$ cat src/rtl/cpu_defs_pkg.sv
// Shared definitions for the CPU front end.
// Contents: word width, PC increment, default reset PC, fetch FSM state
// encoding and a helper that forces an address onto a word boundary.
package cpu_defs_pkg;

  localparam int          WORD_W           = 32;
  localparam logic [31:0] PC_STEP          = 32'd4;
  localparam logic [31:0] RESET_PC_DEFAULT = 32'h0000_0000;

  typedef enum logic [0:0] {
    FETCH   = 1'b0,
    DISCARD = 1'b1
  } fetch_state_e;

  // Clear the byte-offset bits so every fetch target is word aligned.
  function automatic logic [31:0] align_word(input logic [31:0] addr);
    return {addr[31:2], 2'b00};
  endfunction

endpackage

$ cat src/rtl/instruction_fetch_unit_if.sv
// Bus bundle for the instruction fetch unit.
// Groups the three handshakes seen by the fetch stage:
//   imem_*     : request/ack channel to instruction memory
//   redirect_* : one-cycle branch / PC-write pulse from downstream
//   inst_*     : valid/ready channel towards decode
// Modports: master = fetch unit, slave = memory/decode environment.
interface instruction_fetch_unit_if;
  import cpu_defs_pkg::*;

  logic              imem_req;
  logic [WORD_W-1:0] imem_addr;
  logic              imem_ack;
  logic [WORD_W-1:0] imem_rdata;

  logic              redirect_valid;
  logic [WORD_W-1:0] redirect_addr;

  logic              inst_valid;
  logic [WORD_W-1:0] inst_out;
  logic [WORD_W-1:0] inst_pc;
  logic              inst_ready;

  modport master (
    output imem_req, imem_addr, inst_valid, inst_out, inst_pc,
    input  imem_ack, imem_rdata, redirect_valid, redirect_addr, inst_ready
  );

  modport slave (
    input  imem_req, imem_addr, inst_valid, inst_out, inst_pc,
    output imem_ack, imem_rdata, redirect_valid, redirect_addr, inst_ready
  );

endinterface

$ cat src/rtl/fetch_fifo.sv
// Prefetch FIFO holding {pc, instruction} pairs.
// Ports:
//   clock, reset_n : clock and asynchronous active-low reset
//   push, wdata    : write one entry (ignored when full)
//   pop            : retire the head entry (ignored when empty)
//   flush          : empty the FIFO; takes priority over push/pop
//   rdata          : head entry, read from the storage registers
//   full, empty, count : occupancy status
module fetch_fifo #(
  parameter int DEPTH = 4
) (
  input  logic                       clock,
  input  logic                       reset_n,
  input  logic                       push,
  input  logic                       pop,
  input  logic                       flush,
  input  logic [63:0]                wdata,
  output logic [63:0]                rdata,
  output logic                       full,
  output logic                       empty,
  output logic [$clog2(DEPTH):0]     count
);

  localparam int AW = $clog2(DEPTH);
  localparam int CW = AW + 1;
  localparam logic [CW-1:0] DEPTH_C = CW'(DEPTH);
  localparam logic [CW-1:0] ONE_C   = CW'(1);
  localparam logic [AW-1:0] PTR_ONE = AW'(1);

  logic [63:0]   mem_q [DEPTH];
  logic [AW-1:0] wr_ptr_q;
  logic [AW-1:0] rd_ptr_q;
  logic [CW-1:0] count_q;
  logic          push_ok_s;
  logic          pop_ok_s;

  assign empty     = (count_q == {CW{1'b0}});
  assign full      = (count_q == DEPTH_C);
  assign push_ok_s = push && !full;
  assign pop_ok_s  = pop && !empty;
  assign count     = count_q;
  assign rdata     = mem_q[rd_ptr_q];

  // Storage, pointers and occupancy; pointers wrap naturally since DEPTH is a power of two.
  always_ff @(posedge clock or negedge reset_n) begin
    if (!reset_n) begin
      wr_ptr_q <= {AW{1'b0}};
      rd_ptr_q <= {AW{1'b0}};
      count_q  <= {CW{1'b0}};
      for (int i = 0; i < DEPTH; i++) begin
        mem_q[i] <= 64'd0;
      end
    end else if (flush) begin
      wr_ptr_q <= {AW{1'b0}};
      rd_ptr_q <= {AW{1'b0}};
      count_q  <= {CW{1'b0}};
    end else begin
      if (push_ok_s) begin
        mem_q[wr_ptr_q] <= wdata;
        wr_ptr_q        <= wr_ptr_q + PTR_ONE;
      end
      if (pop_ok_s) begin
        rd_ptr_q <= rd_ptr_q + PTR_ONE;
      end
      case ({push_ok_s, pop_ok_s})
        2'b10:   count_q <= count_q + ONE_C;
        2'b01:   count_q <= count_q - ONE_C;
        default: count_q <= count_q;
      endcase
    end
  end

endmodule

$ cat src/rtl/instruction_fetch_unit.sv
// Instruction fetch unit: owns the fetch PC, issues one word request at a
// time to instruction memory, buffers returned words with their PCs in a
// prefetch FIFO and hands them to decode. Redirects flush the FIFO; a
// request already in flight is completed and its data thrown away.
// Ports:
//   clock, reset_n : clock and asynchronous active-low reset
//   bus            : imem req/ack, redirect pulse and decode valid/ready
//   fifo_count     : FIFO occupancy (debug / verification)
module instruction_fetch_unit
  import cpu_defs_pkg::*;
#(
  parameter int          DEPTH    = 4,
  parameter logic [31:0] RESET_PC = RESET_PC_DEFAULT
) (
  input  logic                      clock,
  input  logic                      reset_n,
  instruction_fetch_unit_if.master  bus,
  output logic [$clog2(DEPTH):0]    fifo_count
);

  localparam int CW = $clog2(DEPTH) + 1;
  localparam logic [CW-1:0] DEPTH_C = CW'(DEPTH);
  localparam logic [CW-1:0] ONE_C   = CW'(1);

  fetch_state_e      state_q;
  logic [WORD_W-1:0] fetch_pc_q;
  logic [WORD_W-1:0] target_q;
  logic              req_q;

  logic              ack_s;
  logic              push_s;
  logic              pop_s;
  logic              full_s;
  logic              empty_s;
  logic [CW-1:0]     count_s;
  logic [CW-1:0]     next_count_d;
  logic [63:0]       head_s;
  logic [WORD_W-1:0] redirect_pc_s;

  // An ack only counts while a request is actually outstanding.
  assign ack_s         = req_q && bus.imem_ack;
  // Data returned in a redirect cycle or while discarding is stale.
  assign push_s        = (state_q == FETCH) && ack_s && !bus.redirect_valid && !full_s;
  assign pop_s         = !empty_s && bus.inst_ready;
  assign redirect_pc_s = align_word(bus.redirect_addr);

  fetch_fifo #(.DEPTH(DEPTH)) u_fifo (
    .clock   (clock),
    .reset_n (reset_n),
    .push    (push_s),
    .pop     (pop_s),
    .flush   (bus.redirect_valid),
    .wdata   ({fetch_pc_q, bus.imem_rdata}),
    .rdata   (head_s),
    .full    (full_s),
    .empty   (empty_s),
    .count   (count_s)
  );

  // Occupancy after this edge; drives the registered request qualification.
  always_comb begin
    next_count_d = count_s;
    if (bus.redirect_valid) begin
      next_count_d = {CW{1'b0}};
    end else begin
      case ({push_s, pop_s})
        2'b10:   next_count_d = count_s + ONE_C;
        2'b01:   next_count_d = count_s - ONE_C;
        default: next_count_d = count_s;
      endcase
    end
  end

  // Fetch FSM, PC and request register.
  always_ff @(posedge clock or negedge reset_n) begin
    if (!reset_n) begin
      state_q    <= FETCH;
      fetch_pc_q <= RESET_PC;
      target_q   <= RESET_PC;
      req_q      <= 1'b0;
    end else begin
      // Counting the push in flight keeps a full FIFO from ever being
      // requested into. While discarding the FIFO is empty, so req holds.
      req_q <= (next_count_d < DEPTH_C);
      case (state_q)
        FETCH: begin
          if (bus.redirect_valid) begin
            if (req_q && !bus.imem_ack) begin
              // Request still in flight: finish it before moving the PC.
              state_q  <= DISCARD;
              target_q <= redirect_pc_s;
            end else begin
              fetch_pc_q <= redirect_pc_s;
            end
          end else if (ack_s) begin
            fetch_pc_q <= fetch_pc_q + PC_STEP;
          end else begin
            fetch_pc_q <= fetch_pc_q;
          end
        end
        DISCARD: begin
          if (ack_s) begin
            state_q    <= FETCH;
            fetch_pc_q <= bus.redirect_valid ? redirect_pc_s : target_q;
          end else if (bus.redirect_valid) begin
            target_q <= redirect_pc_s;
          end else begin
            target_q <= target_q;
          end
        end
        default: begin
          state_q <= FETCH;
        end
      endcase
    end
  end

  assign bus.imem_req   = req_q;
  assign bus.imem_addr  = fetch_pc_q;
  assign bus.inst_valid = !empty_s;
  assign bus.inst_pc    = head_s[63:32];
  assign bus.inst_out   = head_s[31:0];
  assign fifo_count     = count_s;

endmodule

$ cat src/flat_wrapper.sv
// flat-port wrapper written by rule: the top's interface ports become plain ports
module instruction_fetch_unit_flat import cpu_defs_pkg::*;
#(
  parameter int          DEPTH    = 4,
  parameter logic [31:0] RESET_PC = RESET_PC_DEFAULT
)
  (clock, reset_n, fifo_count, bus_imem_req, bus_imem_addr, bus_inst_valid, bus_inst_out, bus_inst_pc, bus_imem_ack, bus_imem_rdata, bus_redirect_valid, bus_redirect_addr, bus_inst_ready);
  instruction_fetch_unit_if bus_i ();
  input  logic clock;
  input  logic reset_n;
  output logic [$clog2(DEPTH):0] fifo_count;
  output wire logic [$bits(bus_i.imem_req)-1:0] bus_imem_req;
  output wire logic [$bits(bus_i.imem_addr)-1:0] bus_imem_addr;
  output wire logic [$bits(bus_i.inst_valid)-1:0] bus_inst_valid;
  output wire logic [$bits(bus_i.inst_out)-1:0] bus_inst_out;
  output wire logic [$bits(bus_i.inst_pc)-1:0] bus_inst_pc;
  input wire logic [$bits(bus_i.imem_ack)-1:0] bus_imem_ack;
  input wire logic [$bits(bus_i.imem_rdata)-1:0] bus_imem_rdata;
  input wire logic [$bits(bus_i.redirect_valid)-1:0] bus_redirect_valid;
  input wire logic [$bits(bus_i.redirect_addr)-1:0] bus_redirect_addr;
  input wire logic [$bits(bus_i.inst_ready)-1:0] bus_inst_ready;
  assign bus_imem_req = bus_i.imem_req;
  assign bus_imem_addr = bus_i.imem_addr;
  assign bus_inst_valid = bus_i.inst_valid;
  assign bus_inst_out = bus_i.inst_out;
  assign bus_inst_pc = bus_i.inst_pc;
  assign bus_i.imem_ack = bus_imem_ack;
  assign bus_i.imem_rdata = bus_imem_rdata;
  assign bus_i.redirect_valid = bus_redirect_valid;
  assign bus_i.redirect_addr = bus_redirect_addr;
  assign bus_i.inst_ready = bus_inst_ready;
  instruction_fetch_unit #(.DEPTH(DEPTH), .RESET_PC(RESET_PC)) u_core (.clock(clock), .reset_n(reset_n), .bus(bus_i), .fifo_count(fifo_count));
endmodule
$ cat config.mk
export PLATFORM = sky130hd
export DESIGN_NAME = instruction_fetch_unit_flat
export DESIGN_NICKNAME = d
export VERILOG_FILES = /design/src/rtl/cpu_defs_pkg.sv /design/src/rtl/instruction_fetch_unit_if.sv /design/src/rtl/fetch_fifo.sv /design/src/rtl/instruction_fetch_unit.sv /design/src/flat_wrapper.sv
export SDC_FILE = /design/constraint.sdc
export NUM_CORES = 1
export LEC_CHECK = 0
export BUFFER_PORTS_ARGS = -buffer_cell sky130_fd_sc_hd__buf_2
export CAP_MARGIN = 10
export CORE_MARGIN = 4
export CORE_UTILIZATION = 53
export CTS_CLUSTER_DIAMETER = 150
export DETAILED_ROUTE_END_ITERATION = 6
export HOLD_SLACK_MARGIN = 0.03
export PLACE_DENSITY_LB_ADDON = 0.15
export SLEW_MARGIN = 40
export SYNTH_ARGS = -nofsm -noshare
export SYNTH_HDL_FRONTEND = slang
export SYNTH_HIERARCHICAL = 1
export SYNTH_SLANG_ARGS = --single-unit
$ cat constraint.sdc
create_clock -name clock -period 3 [get_ports clock]
set_input_delay 0.6 -clock clock [delete_from_list [all_inputs] [get_ports clock]]
set_output_delay 0.6 -clock clock [all_outputs]
set_load 0.005 [all_outputs]
After elaboration in Yosys (flattened, before gate mapping)

Cells that the tools add are included.

Register bits: 329
Logic and storage cells: 83
Bits of input ports: 69

Multiplexer cells: 28
Add/sub/neg operators: 5
Order comparisons: 4
Reductions and logical operators: 20
Bitwise gates (word level): 4
Equality and inequality tests: 11

Operators by type and width:

| cell                    | count |
|---|---|
| $bwmux W256             | 1 |
| $mux W32                | 8 |
| $mux W64                | 3 |
| $bmux W64 S2            | 1 |
| $demux W64 S2           | 1 |
| $pmux W32 S2            | 2 |
| $add A32 B3 Y32 const B | 1 |
| $pmux W3 S2             | 2 |
| $logic_and A1 B1 Y1     | 9 |
| $mux W2                 | 4 |
| $ne A2 B2 Y1 const B    | 4 |
| $ge A3 B3 Y1 const B    | 2 |
| $mux W3                 | 2 |
| $not A2 Y3              | 2 |
| $reduce_and A3 Y1       | 2 |
| $add A2 B1 Y2 const B   | 2 |
| $eq A2 B1 Y1 const B    | 2 |
| $eq A2 B2 Y1 const B    | 2 |
| $logic_not A1 Y1        | 4 |
| $reduce_bool A2 Y1      | 2 |
| $add A3 B1 Y3 const B   | 1 |
| $eq A3 B3 Y1 const B    | 1 |
| $logic_not A3 Y1        | 1 |
| $lt A3 B1 Y1 const B    | 1 |
| other kinds (9)         | 12 |

Logic depth before layout (Yosys ltp)

Gate-level depths: netlist of the first run.

Depth in word-level cells: 8
Mapped depth: 13

By module

Netlist of the first run, hierarchy kept.

By module, submodules not included:

| module                 | area an instance (µm²) | cells an instance | times used |
|---|---|---|---|
| fetch_fifo             | 11,827.6               | 681               | 1 |
| instruction_fetch_unit | 3,558.4                | 365               | 1 |

Least setup slack after synthesis of the first run

No wires, ideal clock.

Path type: in2reg
Start: input port bus_imem_ack
End: register u_core.u_fifo.count_q[2] (netlist: u_core/u_fifo/count[2])
Path buffers: 2
Setup slack: -0.020 ns
Arrival time: 2.938 ns
Stages: 12
Setup time: 0.082 ns
Path through: and2_1 clkbuf_1 nand2_1 or2_2 inv_1 clkbuf_1 o21a_1 nor2_1 fa_1 nand2b_1 or4_1 a31oi_1

Word-level cells in the longest chain between the ends: 8
Elaborated cells between the ends (all ways): 10

RTL lines:

| what                                                | RTL line                     | source |
|---|---|---|
| start, declared                                     | flat_wrapper.sv:17           | `input wire logic [$bits(bus_i.imem_ack)-1:0] bus_imem_ack;` |
| $logic_and A1 B1 Y1 (*)                             | instruction_fetch_unit.sv:41 | `assign ack_s = req_q && bus.imem_ack;` |
| $logic_and A1 B1 Y1 (*) (3 in series)               | instruction_fetch_unit.sv:43 | `assign push_s = (state_q == FETCH) && ack_s && !bus.redirect_valid && !full_s;` |
| named net u_core.push_s                             | instruction_fetch_unit.sv:31 | `logic push_s;` |
| $logic_and A1 B1 Y1 (*)                             | fetch_fifo.sv:39             | `assign push_ok_s = push && !full;` |
| $eq A2 B1 Y1 / $eq A2 B2 Y1 (equally long branches) | fetch_fifo.sv:65             | `case ({push_ok_s, pop_ok_s})` |
| $pmux W3 S2                                         | fetch_fifo.sv:65             |  |
| $mux W3                                             | fetch_fifo.sv:53             | `end else if (flush) begin` |
| end signal, assigned                                | fetch_fifo.sv:56             | `count_q <= {CW{1'b0}};` |
| end signal, assigned                                | fetch_fifo.sv:66             | `2'b10: count_q <= count_q + ONE_C;` |
| end signal, assigned                                | fetch_fifo.sv:67             | `2'b01: count_q <= count_q - ONE_C;` |
| end, declared                                       | fetch_fifo.sv:33             | `logic [CW-1:0] count_q;` |

Mark *: on every way through the listed nets, which the timed path passes. The rest lies on a longest branch.
A chain may end at the register's enable or synchronous reset.

Final worst setup path of the first run

Start: register u_core.u_fifo.rd_ptr_q[0]
End: output port bus_inst_pc[18]

Word-level cells in the longest chain between the ends: 4

RTL lines:

| what                                         | RTL line           | source |
|---|---|---|
| start, declared                              | fetch_fifo.sv:32   | `logic [AW-1:0] rd_ptr_q;` |
| start signal, assigned                       | fetch_fifo.sv:48   | `rd_ptr_q <= {AW{1'b0}};` |
| start signal, assigned                       | fetch_fifo.sv:55   | `rd_ptr_q <= {AW{1'b0}};` |
| start signal, assigned                       | fetch_fifo.sv:63   | `rd_ptr_q <= rd_ptr_q + PTR_ONE;` |
| $not A2 Y3 (not written as such)             | fetch_fifo.sv:42   | `assign rdata = mem_q[rd_ptr_q];` |
| $bmux W64 S2                                 | fetch_fifo.sv:42   |  |
| $mux W64 (not written as such) (2 in series) | fetch_fifo.sv:42   |  |
| end, declared                                | flat_wrapper.sv:16 | `output wire logic [$bits(bus_i.inst_pc)-1:0] bus_inst_pc;` |

No other way between the ends. The select of a mux whose other input is x is not followed.

==> results of run 1 <==
## registers in the layout, summed over array words and instances (netlist names)
| register | count |
|---|---|
| u_core/bus.imem_addr | 32 |
| u_core/bus.imem_req | 1 |
| u_core/state_q | 1 |
| u_core/target_q | 32 |
| u_core/u_fifo/count | 3 |
| u_core/u_fifo/mem_q | 256 |
| u_core/u_fifo/rd_ptr_q | 2 |
| u_core/u_fifo/wr_ptr_q | 2 |
## where the power goes
part	total [µW]	switching (µW)	internal (µW)	leakage, µW
Clock	4250	1700	2540	0.000556
Combinational	1760	710	1050	0.00344
Sequential	5490	452	5040	0.00430
## logic make-up (layout without fill, tap and decap cells)
logic type	Yosys count	in the layout	share of synthesized area [%]
buffers and inverters	86	283	3.20
adder cells (fa/ha/maj)	8	8	0.699
multiplexers	351	351	31.8
AND/OR/NAND/NOR	129	129	4.60
XOR/XNOR	5	5	0.285
flip-flops	329	329	53.5
AO/OA/AOI/OAI	138	138	5.87
## layout make-up
cell class,count,area (µm²)
Clock inverter,5,50.0
Tap cell,384,480
Timing Repair Buffer,207,1350
Sequential cell,329,8240
Fill cell,2241,10800
Multi-Input combinational cell,631,6690
Clock buffer,56,1080
Inverter,15,56.3
## per-layer routing
metal,wire length [µm],up-vias,GRT usage (%)
li1,-,4291,-
met1,15700,4991,31.1
met5,0,-,0
met2,16300,215,35.7
met3,1800,38,4.35
met4,429,0,4.16
## path summary, 6_finish.rpt
check | cells past startpoint | to | slack (ps) | start
max in group asynchronous | 2 | u_core/target_q[4] | 2130 | reset_n
setup reg to reg | 10 | u_core/u_fifo/count[2] | 360 | u_core/bus.imem_req
hold reg to reg | 1 | u_core/u_fifo/mem_q[66] | 480 | u_core/u_fifo/mem_q[66]
setup / recovery | 3 | bus_inst_pc[18] | 280 | u_core/u_fifo/rd_ptr_q[0]
min in group clock | 2 | u_core/target_q[2] | 350 | bus_redirect_addr[2]
hold / removal | 1 | u_core/u_fifo/mem_q[195] | 60 | reset_n
## placed cells by master (no fill, tap or decap), drive strengths merged, types with 12 or more instances in the layout
master and instances:
dfrtp 329, nor2 30, nand3 18, nand4 12
clkbuf 56, inv 15, mux2 286, nand2 26
mux4 64, o21ai 41, a21oi 23, buf 207
## metrics by stage
step / worst slack [ps] / utilization [%] / cell area [µm²] / instances / hold WS, ps
2_1_floorplan: 97.3 / - / 15400 / 1046 / 304
3_3_place_gp: 183 / 58.6 / 16800 / 1566 / 470
3_5_place_dp: 123 / 58.6 / 16800 / 1566 / 476
4_1_cts: 211 / 62.5 / 17900 / 1627 / 65.6
5_1_grt: 163 / 62.5 / 17900 / 1627 / 81.0
6_report: 279 / 62.5 / 17900 / 1627 / 55.4
## worst reg2reg max path, stage by stage, from the launching register on
cell and delay [ps]:
dfrtp_1 450, and2_1 180, nand2_1 110, or2_2 310
inv_1 140, o21a_1 180, nor2_1 70, fa_1 390
nand2b_1 160, or4_1 390, a31oi_1 160
==> flow_summary_export.csv, run 1 <==
group,metric,value,unit
run_status,outcome,"finished clean",
critical_path,path_cells,"buf_4, mux4_2, buf_2",
floorplanning,row_count,62,
clocking,cts_buffer_depth,3,
logic_synthesis,post-synth-top-count-cell,"dfrtp_1",
power_and_ir_drop,p_leak,0.00830,µW
floorplanning,coreArea,28700,µm²
routing,via_per_inst,5.86,
logic_synthesis,synthCells,1046,
logic_synthesis,syn_area,15400,µm²
sta,fin_crit,2720,ps
routing,drt_iter0_markers,492,
power_and_ir_drop,fin_total_pwr,11500,µW
critical_path,slowest_delay,580,ps
logic_synthesis,yosysWarnings,6,
clocking,cts.sinks,329,
final_layout,layout-drive-gt1-share,49.9,%
sta,finalSetupTns,0,ps
sta,worst_pin_slew,745,ps
global_route,track_usage,21.9,%
floorplanning,die_h,178,µm
logic_synthesis,synth_fp_nets,1123,
sta,hold_viol,0,
clocking,cts-root-buf,"clkbuf_16",
floorplanning,start_util,53.6,%
floorplanning,pin_count,170,
job,drv_cap,0,
critical_path,path_class,"flip-flop to output port",
clocking,cts_hold_buffers,0,
routing,routedWlPerCell,21.1,µm
clocking,cts.repair.resized,0,
critical_path,start_kind,"flip-flop",
final_layout,nets,1297,
logic_synthesis,ys_ff_latch,329,
logic_synthesis,synth_ff_type,"dfrtp_1",
sta,rsz0062_at_grt,"no",
power_and_ir_drop,power_density,640,nW/µm²
critical_path,crit_path_end_kind,"output port",
logic_synthesis,async_flop_share,100,%
hold_path,hold_path.class,"input pin to asynchronous set/reset pin",
logic_synthesis,synth_top_area_cell,"dfrtp_1",
clocking,numCtsBuffers,36,
logic_synthesis,synth_cell_type_count,67,
logic_synthesis,syn_avg_cell_area,14.7,µm²
sta,finalSetupViolations,0,
global_route,grt_overflow,0,
place,port_buffers,167,
logic_synthesis,ys_top_cells_by_area,"dfrtp_1 54%, mux2_2 16%, mux4_2 9.4%",
floorplanning,die-area,31800,µm²
global_route,antenna_found_initial,0,
place,gp_congestion,0.782,
routing,finalWirelength,34300,µm
logic_synthesis,synth_seq_area_share,53.5,%
global_route,grt_first_pass_wirelength,55800,µm
routing,first_pass_iters,5,
routing,drc_errors,0,
critical_path,slowest_stage,"dfrtp_4",
logic_synthesis,synth_edf_count,0,
final_layout,antenna_cells,0,
logic_synthesis,netlist_top_cells_count,"329 x dfrtp_1, 222 x mux2_2, 64 x mux4_2",
routing,vias,9535,
critical_path,critPathBufInv,2,
global_route,grt_max_degree,75,
power_and_ir_drop,ir_drop,530,µV
place,dp_hpwl,22100,µm
clocking,clk_pin_slew,60,ps
clocking,post_cts_buffers,0,
sta,slew_viol_final,0,
routing,detail-route-antenna-nets,0,
sta,finalCritPeriodShare,90.7,%
critical_path,arrival,2120,ps
clocking,clock_latency,500,ps
clocking,cts.htree.levels,2,
critical_path,cp_top_family,"flip-flops",
critical_path,crit_fanout,11,
critical_path,cp.required,2400,ps
global_route,grt_pass1_vias,10100,
clocking,tritoncts,"built",
sta,finClkSkew,13.1,ps
sta,fmax,0.368,GHz
sta,slew_headroom,50.3,%
floorplanning,dieWidth,178,µm
final_layout,synthToLayoutAreaGrowth,16.6,%
logic_synthesis,synth_top_area_share,53.5,%
Power figures use the tool's default switching activity.
==> inputs of run 2 (changes only) <==
--- a/config.mk
+++ b/config.mk
@@ -12,7 +12,7 @@
 export CTS_CLUSTER_DIAMETER = 150
 export DETAILED_ROUTE_END_ITERATION = 6
 export HOLD_SLACK_MARGIN = 0.03
-export PLACE_DENSITY_LB_ADDON = 0.15
+export PLACE_DENSITY = 0.83
 export SLEW_MARGIN = 40
 export SYNTH_ARGS = -nofsm -noshare
 export SYNTH_HDL_FRONTEND = slang
==> flow_summary_export.csv, run 2 (same netlist as run 1, synthesis figures left out) <==
group,metric,value,unit
final_layout,synthToLayoutAreaGrowth,17.0,%
global_route,grt_max_degree,85,
power_and_ir_drop,ir_drop,411,µV
sta,finalCritPeriodShare,93.6,%
routing,first_pass_iters,6,
floorplanning,start_util,53.6,%
clocking,cts-root-buf,"clkbuf_16",
floorplanning,row_count,62,
global_route,grt_overflow,0,
critical_path,path_cells,"buf_4, mux4_2, buf_2",
final_layout,most-common-layout-cells,"327 x dfrtp_1, 222 x mux2_2, 166 x buf_2, 64 x mux4_2, 60 x mux2_4",
sta,whs,58.8,ps
final_layout,post-route-util,62.7,%
place,gp_congestion,0.796,
power_and_ir_drop,p_leak,0.00835,µW
sta,fmax,0.356,GHz
routing,detail-route-antenna-nets,0,
routing,via_per_inst,5.96,
clocking,numCtsBuffers,37,
clocking,cts_buffer_depth,3,
clocking,clock_latency,520,ps
clocking,post_cts_buffers,0,
clocking,cts.sinks,329,
floorplanning,coreArea,28700,µm²
floorplanning,die-area,31800,µm²
place,port_buffers,167,
critical_path,path_class,"flip-flop to output port",
clocking,tritoncts,"built",
sta,finalSetupViolations,0,
global_route,track_usage,22.0,%
job,drv_cap,0,
routing,finalWirelength,34600,µm
sta,fin_crit,2810,ps
final_layout,largest_register,"u_core/u_fifo/mem_q",
global_route,grt_first_pass_wirelength,56100,µm
critical_path,crit_fanout,18,
floorplanning,dieWidth,178,µm
critical_path,crit_path_end_kind,"output port",
clocking,cts.repair.resized,0,
place,dp_hpwl,22900,µm
hold_path,hold_path.class,"input pin to asynchronous set/reset pin",
run_status,outcome,"finished clean",
clocking,cts_hold_buffers,0,
critical_path,slowest_delay,690,ps
sta,worst_pin_slew,730,ps
global_route,grt_pass1_vias,10400,
final_layout,largest_reg_flops,256,
routing,drc_errors,0,
power_and_ir_drop,power_density,659,nW/µm²
critical_path,slowest_stage,"dfrtp_4",
floorplanning,die_h,178,µm
final_layout,final_common_cell,"dfrtp_1",
final_layout,nets,1299,
routing,drt_iter0_markers,731,
routing,vias,9735,
sta,finClkSkew,24.7,ps
clocking,clk_pin_slew,60,ps
global_route,antenna_found_initial,1,
sta,finalSetupTns,0,ps
sta,rsz0062_at_grt,"no",
clocking,cts.htree.levels,2,
sta,slew_headroom,51.3,%
critical_path,cp.required,2400,ps
sta,slew_viol_final,0,
final_layout,layout-drive-gt1-share,50.6,%
sta,hold_viol,0,
routing,routedWlPerCell,21.2,µm
floorplanning,pin_count,170,
critical_path,arrival,2210,ps
critical_path,start_kind,"flip-flop",
==> run 2: changes by cell type in the layout (fill, tap and decap cells not counted), moves of 2 or more <==
cell / previous run / this run
buf_12: 16 / 12
buf_4: 24 / 29
bufinv_16: 1 / 4
clkbuf_8: 8 / 6
inv_6: 0 / 3
clkbuf_1: 11 / 4
clkinv_2: 4 / 8
clkinv_4: 0 / 2
==> run 2: routing by layer <==
metal  global-route usage (%)  vias up  wire [µm]
met4                     6.24        0        829
met1                     29.8     5019      14500
met2                     36.3      329      17000
met3                     4.66       64       2310
met5                        0        -          0
li1                         -     4323          -
==> run 2: critical path: cells and delay by family, from the launching register on <==
kind | cells | cell delay (ps)
multiplexers | 1 | 540
buffers and inverters | 2 | 460
flip-flops | 1 | 690
==> run 2: cell type report <==
class                           instances  area [µm²]
Antenna cell                            1        2.50
Clock buffer                           47        1020
Clock inverter                         18         211
Fill cell                            2102       10700
Inverter                               15        56.3
Multi-Input combinational cell        631        6690
Sequential cell                       329        8240
Tap cell                              384         480
Timing Repair Buffer                  208        1300
==> run 2: stage by stage <==
step                power [µW]  std cells  setup WS [ps]  cell area, µm²
CTS                      12000       1632           96.9           18000
global route             12400       1633           42.8           18000
global placement          7260       1567            148           16800
finish                   11900       1633            192           18000
detailed placement        7400       1567           67.8           16800
floorplan                 6500       1046           97.3           15400
==> run 2: final timing paths <==
| kind | start | endpoint | slack [ps] | depth (start not counted) |
|---|---|---|---|---|
| worst max-delay path | u_core/u_fifo/rd_ptr_q[0] | bus_inst_out[27] | 190 | 3 |
| min in group clock | bus_redirect_addr[21] | u_core/target_q[21] | 320 | 2 |
| worst min-delay path | reset_n | u_core/u_fifo/mem_q[136] | 60 | 1 |
| max in group asynchronous | reset_n | u_core/target_q[14] | 2050 | 2 |
| worst max register to register | u_core/bus.imem_req | u_core/u_fifo/count[2] | 260 | 10 |
| worst min register to register | u_core/u_fifo/mem_q[66] | u_core/u_fifo/mem_q[66] | 490 | 1 |
==> run 2: power breakdown <==
group | switching, µW | internal, µW | leakage, µW | total, µW
registers | 454 | 5040 | 0.00430 | 5490
logic | 759 | 1050 | 0.00343 | 1810
clock network | 1790 | 2770 | 0.000614 | 4550
total | 3000 | 8860 | 0.00835 | 11900
==> inputs of run 3 (changes only) <==
--- a/config.mk
+++ b/config.mk
@@ -12,7 +12,7 @@
 export CTS_CLUSTER_DIAMETER = 150
 export DETAILED_ROUTE_END_ITERATION = 6
 export HOLD_SLACK_MARGIN = 0.03
-export PLACE_DENSITY = 0.83
+export PLACE_DENSITY = 0.76
 export SLEW_MARGIN = 40
 export SYNTH_ARGS = -nofsm -noshare
 export SYNTH_HDL_FRONTEND = slang
==> flow_summary_export.csv, run 3 (same netlist as run 1, synthesis figures left out) <==
group,metric,value,unit
run_status,outcome,"finished clean",
floorplanning,dieWidth,178,µm
global_route,grt_overflow,0,
global_route,track_usage,21.8,%
clocking,cts_hold_buffers,0,
routing,vias,9720,
routing,detail-route-antenna-nets,0,
power_and_ir_drop,ir_drop,562,µV
sta,finalSetupTns,0,ps
critical_path,arrival,2210,ps
routing,via_per_inst,5.95,
critical_path,path_class,"flip-flop to output port",
clocking,post_cts_buffers,0,
final_layout,most-common-layout-cells,"327 x dfrtp_1, 222 x mux2_2, 166 x buf_2, 64 x mux4_2, 60 x mux2_4",
clocking,tritoncts,"built",
global_route,grt_max_degree,73,
global_route,antenna_found_initial,0,
routing,routedWlPerCell,21.2,µm
global_route,grt_pass1_vias,10300,
sta,slew_headroom,56.5,%
final_layout,largest_reg_flops,256,
floorplanning,coreArea,28700,µm²
final_layout,antenna_cells,0,
final_layout,layout-drive-gt1-share,50.5,%
final_layout,final_area,18000,µm²
clocking,cts.htree.levels,2,
critical_path,crit_fanout,25,
floorplanning,row_count,62,
hold_path,hold_path.class,"input pin to asynchronous set/reset pin",
critical_path,start_kind,"flip-flop",
final_layout,nets,1299,
place,place_area,16800,µm²
floorplanning,die-area,31800,µm²
critical_path,critPathBufInv,2,
sta,finalCritPeriodShare,93.6,%
sta,hold_viol,0,
sta,finClkSkew,23.5,ps
sta,rsz0062_at_grt,"no",
floorplanning,start_util,53.6,%
critical_path,path_cells,"buf_12, mux4_2, buf_2",
sta,fin_crit,2810,ps
place,port_buffers,167,
critical_path,slowest_delay,660,ps
final_layout,largest_register,"u_core/u_fifo/mem_q",
critical_path,crit_path_end_kind,"output port",
critical_path,cp_top_family,"flip-flops",
global_route,grt_first_pass_wirelength,55700,µm
job,drv_cap,0,
floorplanning,die_h,178,µm
sta,finalSetupViolations,0,
routing,finalWirelength,34700,µm
sta,fmax,0.356,GHz
clocking,cts_buffer_depth,3,
critical_path,slowest_stage,"dfrtp_4",
clocking,clk_pin_slew,50,ps
power_and_ir_drop,p_leak,0.00835,µW
clocking,cts.repair.resized,0,
sta,worst_pin_slew,653,ps
routing,drc_errors,0,
clocking,cts-root-buf,"clkbuf_16",
place,gp_congestion,0.801,
final_layout,final_common_cell,"dfrtp_1",
place,dp_hpwl,22500,µm
routing,first_pass_iters,5,
clocking,numCtsBuffers,37,
final_layout,post-route-util,62.9,%
clocking,cts.sinks,329,
floorplanning,pin_count,170,
final_layout,synthToLayoutAreaGrowth,17.2,%
power_and_ir_drop,power_density,653,nW/µm²
clocking,clock_latency,510,ps
routing,drt_iter0_markers,571,
final_layout,fillCellCount,2150,
critical_path,cp.required,2400,ps
sta,slew_viol_final,0,
-- run 3: cell count changes in the layout (fill, tap and decap cells not counted), moves of 3 or more --
cell,change
clkinv_2,-4
clkbuf_8,+4
buf_12,+3
buf_4,-3
bufinv_16,-3
-- run 3: report_power, final --
group | leakage [µW] | internal, µW | switching (µW)
clock network | 0.000604 | 2720 | 1770
registers | 0.00430 | 5040 | 459
logic | 0.00344 | 1060 | 753
total | 0.00835 | 8810 | 2980
-- run 3: metal layers --
metal / GRT usage (%) / routed length [µm] / vias to the layer above
li1: - / - / 4295
met1: 30.3 / 14900 / 5088
met2: 35.7 / 17000 / 295
met3: 4.54 / 2170 / 42
met4: 5.15 / 612 / 0
met5: 0 / 0 / -
-- run 3: metrics by stage --
stage	instances	hold WS (ps)	worst slack, ps	power, µW
after detailed placement	1567	477	149	7390
after global placement	1567	464	183	7280
after floorplan	1046	304	97.3	6500
after global routing	1633	106	80.1	12300
after CTS	1633	91.2	115	11900
final	1633	89.3	193	11800
-- run 3: final cells by class --
| type | instances | area (µm²) | share of cell area, % |
|---|---|---|---|
| clock buffers | 55 | 1140 | 6.30 |
| clock inverters | 11 | 101 | 0.562 |
| multi-input cells | 631 | 6690 | 37.1 |
| repair buffers | 208 | 1340 | 7.44 |
| inverters | 15 | 56.3 | 0.312 |
| flip-flops and latches | 329 | 8240 | 45.7 |
| well taps | 384 | 480 | 2.66 |
-- run 3: worst paths after layout --
path | from | end | slack, ps | depth (start not counted)
min in group clock | bus_redirect_addr[9] | u_core/target_q[9] | 340 | 2
setup reg to reg | u_core/bus.imem_req | u_core/u_fifo/count[2] | 370 | 10
hold / removal | reset_n | u_core/u_fifo/mem_q[71] | 90 | 1
max in group asynchronous | reset_n | u_core/u_fifo/mem_q[163] | 2150 | 2
setup / recovery | u_core/u_fifo/rd_ptr_q[0] | bus_inst_pc[14] | 190 | 3
hold reg to reg | u_core/u_fifo/mem_q[66] | u_core/u_fifo/mem_q[66] | 490 | 1
